### src/rtl/rom_addr_seq.sv
// ROM address sequencer with auto/pause stepping and latency-compensated read capture.
// Optional down-count support via the ROM_SEQ_DIR_EN macro (adds the dir input).
module rom_addr_seq #(
  parameter int ADDR_W   = 8,
  parameter int ADDR_MAX = 255,
  parameter int STEP_CNT = 25_000_000,
  parameter int ROM_LAT  = 2
) (
  input  logic              sys_clk,
  input  logic              rst,
  input  logic              key_flag,
  input  logic              step_flag,
`ifdef ROM_SEQ_DIR_EN
  input  logic              dir,
`endif
  input  logic [7:0]        rom_q,
  output logic [ADDR_W-1:0] addr,
  output logic [7:0]        data_out,
  output logic              data_vld,
  output logic              mode
);

  localparam int CNT_W = $clog2(STEP_CNT);
  localparam logic [CNT_W-1:0]  CNT_LAST  = CNT_W'(STEP_CNT - 1);
  localparam logic [ADDR_W-1:0] ADDR_LAST = ADDR_W'(ADDR_MAX);

  typedef enum logic {AUTO = 1'b0, PAUSE = 1'b1} state_t;

  state_t             state, state_nxt;
  logic [CNT_W-1:0]   cnt, cnt_nxt;
  logic               adv;
  logic               dir_dn;
  logic [ADDR_W-1:0]  addr_nxt;
  logic               first_fetch;
  logic [ROM_LAT-1:0] tok;

`ifdef ROM_SEQ_DIR_EN
  assign dir_dn = dir;
`else
  assign dir_dn = 1'b0;
`endif

  assign mode = state;

  // A key press always wins over both the terminal count and a manual step.
  always_comb begin
    state_nxt = state;
    cnt_nxt   = cnt;
    adv       = 1'b0;
    unique case (state)
      AUTO: begin
        if (key_flag) begin
          state_nxt = PAUSE;
          cnt_nxt   = '0;
        end else if (cnt == CNT_LAST) begin
          cnt_nxt = '0;
          adv     = 1'b1;
        end else begin
          cnt_nxt = cnt + CNT_W'(1);
        end
      end
      PAUSE: begin
        cnt_nxt = '0;
        if (key_flag)       state_nxt = AUTO;
        else if (step_flag) adv       = 1'b1;
      end
      default: begin
        state_nxt = AUTO;
        cnt_nxt   = '0;
      end
    endcase
  end

  always_comb begin
    addr_nxt = addr;
    if (dir_dn) addr_nxt = (addr == '0) ? ADDR_LAST : addr - ADDR_W'(1);
    else        addr_nxt = (addr == ADDR_LAST) ? '0 : addr + ADDR_W'(1);
  end

  always_ff @(posedge sys_clk or posedge rst) begin
    if (rst) begin
      state <= AUTO;
      cnt   <= '0;
      addr  <= '0;
    end else begin
      state <= state_nxt;
      cnt   <= cnt_nxt;
      if (adv) addr <= addr_nxt;
    end
  end

  // One token per address update; a token leaving the last stage captures rom_q.
  always_ff @(posedge sys_clk or posedge rst) begin
    if (rst) begin
      first_fetch <= 1'b1;
      tok         <= '0;
      data_vld    <= 1'b0;
      data_out    <= '0;
    end else begin
      first_fetch <= 1'b0;
      tok         <= (tok << 1) | ROM_LAT'(adv | first_fetch);
      data_vld    <= tok[ROM_LAT-1];
      if (tok[ROM_LAT-1]) data_out <= rom_q;
    end
  end

endmodule

### config.mk
export PLATFORM = sky130hd
export DESIGN_NAME = rom_addr_seq
export DESIGN_NICKNAME = d
export VERILOG_FILES = /design/src/rtl/rom_addr_seq.sv
export SDC_FILE = /design/constraint.sdc
export NUM_CORES = 1
export LEC_CHECK = 0
export ABC_AREA = 1
export BUFFER_PORTS_ARGS = -buffer_cell sky130_fd_sc_hd__buf_4
export CAP_MARGIN = 20
export CORE_MARGIN = 10
export CORE_UTILIZATION = 29
export DETAILED_ROUTE_END_ITERATION = 10
export PLACE_DENSITY = 0.58
export SYNTH_ARGS = -nofsm -noshare
export SYNTH_HDL_FRONTEND = slang
export SYNTH_SLANG_ARGS = --single-unit
### constraint.sdc
create_clock -name sys_clk -period 4.4 [get_ports sys_clk]
set_clock_uncertainty 0.2 [all_clocks]
set_input_delay 0.66 -clock sys_clk [delete_from_list [all_inputs] [get_ports sys_clk]]
set_output_delay 0.66 -clock sys_clk [all_outputs]
set_load 0.05 [all_outputs]
==> impl_metrics.tcl <==
set metrics [dict create \
    track_usage_pct 8.58 \
    setup_violations 0 \
    worstSetupEndpointType "register" \
    cts_tree "done" \
    io_buffer_count 29 \
    ys_ff_latch 46 \
    fin_cells 448 \
    grt-ovfl-total 0 \
    worstSetupPathType "reg2reg" \
    multi_input_area_mm2 0.00116 \
    antenna_found_initial 0 \
    clk_latency_ns 0.30 \
    grt_pass1_wl_mm 9.03 \
    cp-start-kind "register" \
    routabilityCongestion 0.779 \
    start_util_pct 29.8 \
    wire_per_inst_um 11.9 \
    worst_pin_slew_ns 0.538 \
    holdBufCountCts 0 \
    p_int_w 0.000674 \
    vias 1987 \
    clock.fmax_mhz 516 \
    syn_nets 321 \
    detail_route.iter0.violations 121 \
    p_per_area_mw_per_mm2 375 \
    synthTopCellsByArea "dfrtp_1, nand2_1, nor2_1" \
    numClockSinks 46 \
    synth_enable_flop_cells 0 \
    rows 33 \
    cts.path.max_buffers 2 \
    fin_nets 356 \
    hp-class "reg2reg" \
    die_w_um 112 \
    htree_num_levels 2 \
    layout-drive-gt1-share_pct 17.2 \
    io_pins 30 \
    arrival_ns 1.94 \
    synthArstFlopShare_pct 100 \
    post_cts_buffers 0 \
    cp_max_fo 5 \
    layout_common_cells "nand2_1, nor2_1, dfrtp_1" \
    final_common_cell "nand2_1" \
    fin_crit_ns 1.94 \
    ir_worst_vdd_mv 0.292 \
    synthesis.instances 307 \
    yosysSeqAreaShare_pct 47.4 \
    grtUsageMet1_pct 11.3 \
    fillCellCount 890 \
    wl_mm 5.31 \
    final_antenna_net_count 0 \
    synth_largest_area_cell "dfrtp_1" \
    dp_hpwl_mm 3.90 \
    final_cell_area_mm2 0.00289 \
    clk_pin_slew_ns 0.09 \
    power_leakage_nw 1.28 \
    power_frac_comb_pct 28.5 \
    ff_latch_area_mm2 0.00115 \
    status "complete, no violations" \
    vias_per_cell 4.44 \
    cts_resized 0 \
    maxSlewViolCount 0 \
    reg2reg_slack_ns 2.46 \
    hold_violations 0 \
    rsz0062_at_grt "false" \
    dr.pass1.iters 4 \
    grtUsageMet2_pct 13.2 \
    numCtsBuffers 5 \
    dieArea_mm2 0.0125 \
    power_frac_seq_pct 47.3 \
    synthesis.area_mm2 0.00243 \
    diodes 0 \
    max_slew_margin_pct 64.1 \
    utilization_pct 35.3 \
    synth_top_cell_area_share_pct 46.3 \
    grt_max_degree 47 \
    dieHeight_um 112 \
    finalSetupTns_ns 0 \
    p_total_w 0.00108 \
    dp.cells 439 \
    cts-root-buf "clkbuf_8" \
    grt_pass1_vias 1903 \
    syn2layout_area_growth_pct 18.7 \
    synth_cell_types 25 \
    max_cap_violations 0 \
    clock_power_share_pct 24.2 \
    design.core.area_mm2 0.00818 \
    synthFlopType "dfrtp_1" \
    p_switching_w 0.000408 \
    busiest_layer "met2" \
    crit_required_ns 4.40 \
    use_met3_pct 2.63 \
    yosysWarnings 0 \
    drc 0 \
    min_period_over_period_pct 44.0 \
    avgSynthCellArea_um2 7.93 \
    p_sw_share_pct 37.7 \
    place_area_mm2 0.00277 \
]
sequential cells by signal, summed over array words and instances (netlist names):
name	cells
addr	8
cnt	25
data_out	8
data_vld	1
first_fetch	1
mode	1
tok	2
cells by family after synthesis:
group	Yosys count	synth area share (%)
and+or+nand+nor	198	35.6
DFF	46	47.4
buffers and inverters	31	4.94
xor gates and xnor gates	16	5.76
muxes	8	3.70
AOI/OAI and AO/OA	5	1.49
adders and majority gates	2	1.03
other	1	0.154
routing by layer:
layer	share of wire [%]	routed length (um)
met5	0	0
met4	0.87	46
met3	5.1	273
met2	44	2340
met1	50	2650
worst max-delay path: stages, from the launching register on:
cell and delay (ns):
dfrtp_1 0.41, ha_1 0.23, nand3_2 0.18, nor2_4 0.19
nand2_1 0.16, nor3_1 0.27, nand2_1 0.09, nand2_1 0.08
nor2_1 0.04
power by group through the flow:
stage | sequential [W] | combinational (W) | clock [W]
2_1_floorplan | 0.000629 | 0.000105 | 0
3_3_place_gp | 0.000517 | 0.000309 | 0
3_5_place_dp | 0.000520 | 0.000311 | 0
4_1_cts | 0.000512 | 0.000311 | 0.000277
5_1_grt | 0.000520 | 0.000337 | 0.000292
6_report | 0.000511 | 0.000309 | 0.000262
cell type report:
class | count | share of cell area [%]
clock buffers | 5 | 2.38
flip-flops and latches | 46 | 39.9
clock inverters | 3 | 0.736
inverters | 29 | 3.77
well taps | 105 | 4.55
repair buffers | 30 | 8.49
multi-input cells | 230 | 40.2
synthesized netlist by cell type, types with 2 or more instances:
cell type,instances
a21oi_1,2
dfrtp_1,45
ha_1,2
inv_1,29
mux2_2,8
nand2_1,83
nand3_1,19
nand3_2,3
nand3b_1,2
nand4_1,5
nor2_1,71
nor2_2,2
nor2_4,2
nor3_1,8
o21ai_0,2
xnor2_1,3
xor2_1,13
final timing paths:
kind                       startpoint          end  cells after the start
max                            cnt[0]      cnt[20]                      8
min                            tok[0]       tok[1]                      0
max reg2reg                    cnt[0]      cnt[20]                      8
min reg2reg                    tok[0]       tok[1]                      0
max in group asynchronous         rst  first_fetch                      3
min in group asynchronous         rst  data_out[0]                      2
metrics by stage:
step | setup WS, ns | hold slack, ns
2_1_floorplan | 2.39 | 0.131
3_3_place_gp | 2.41 | 0.134
4_1_cts | 2.46 | 0.160
3_5_place_dp | 2.43 | 0.138
5_1_grt | 2.24 | 0.169
6_report | 2.46 | 0.156
Note: power is estimated with default switching activity, not from simulation.
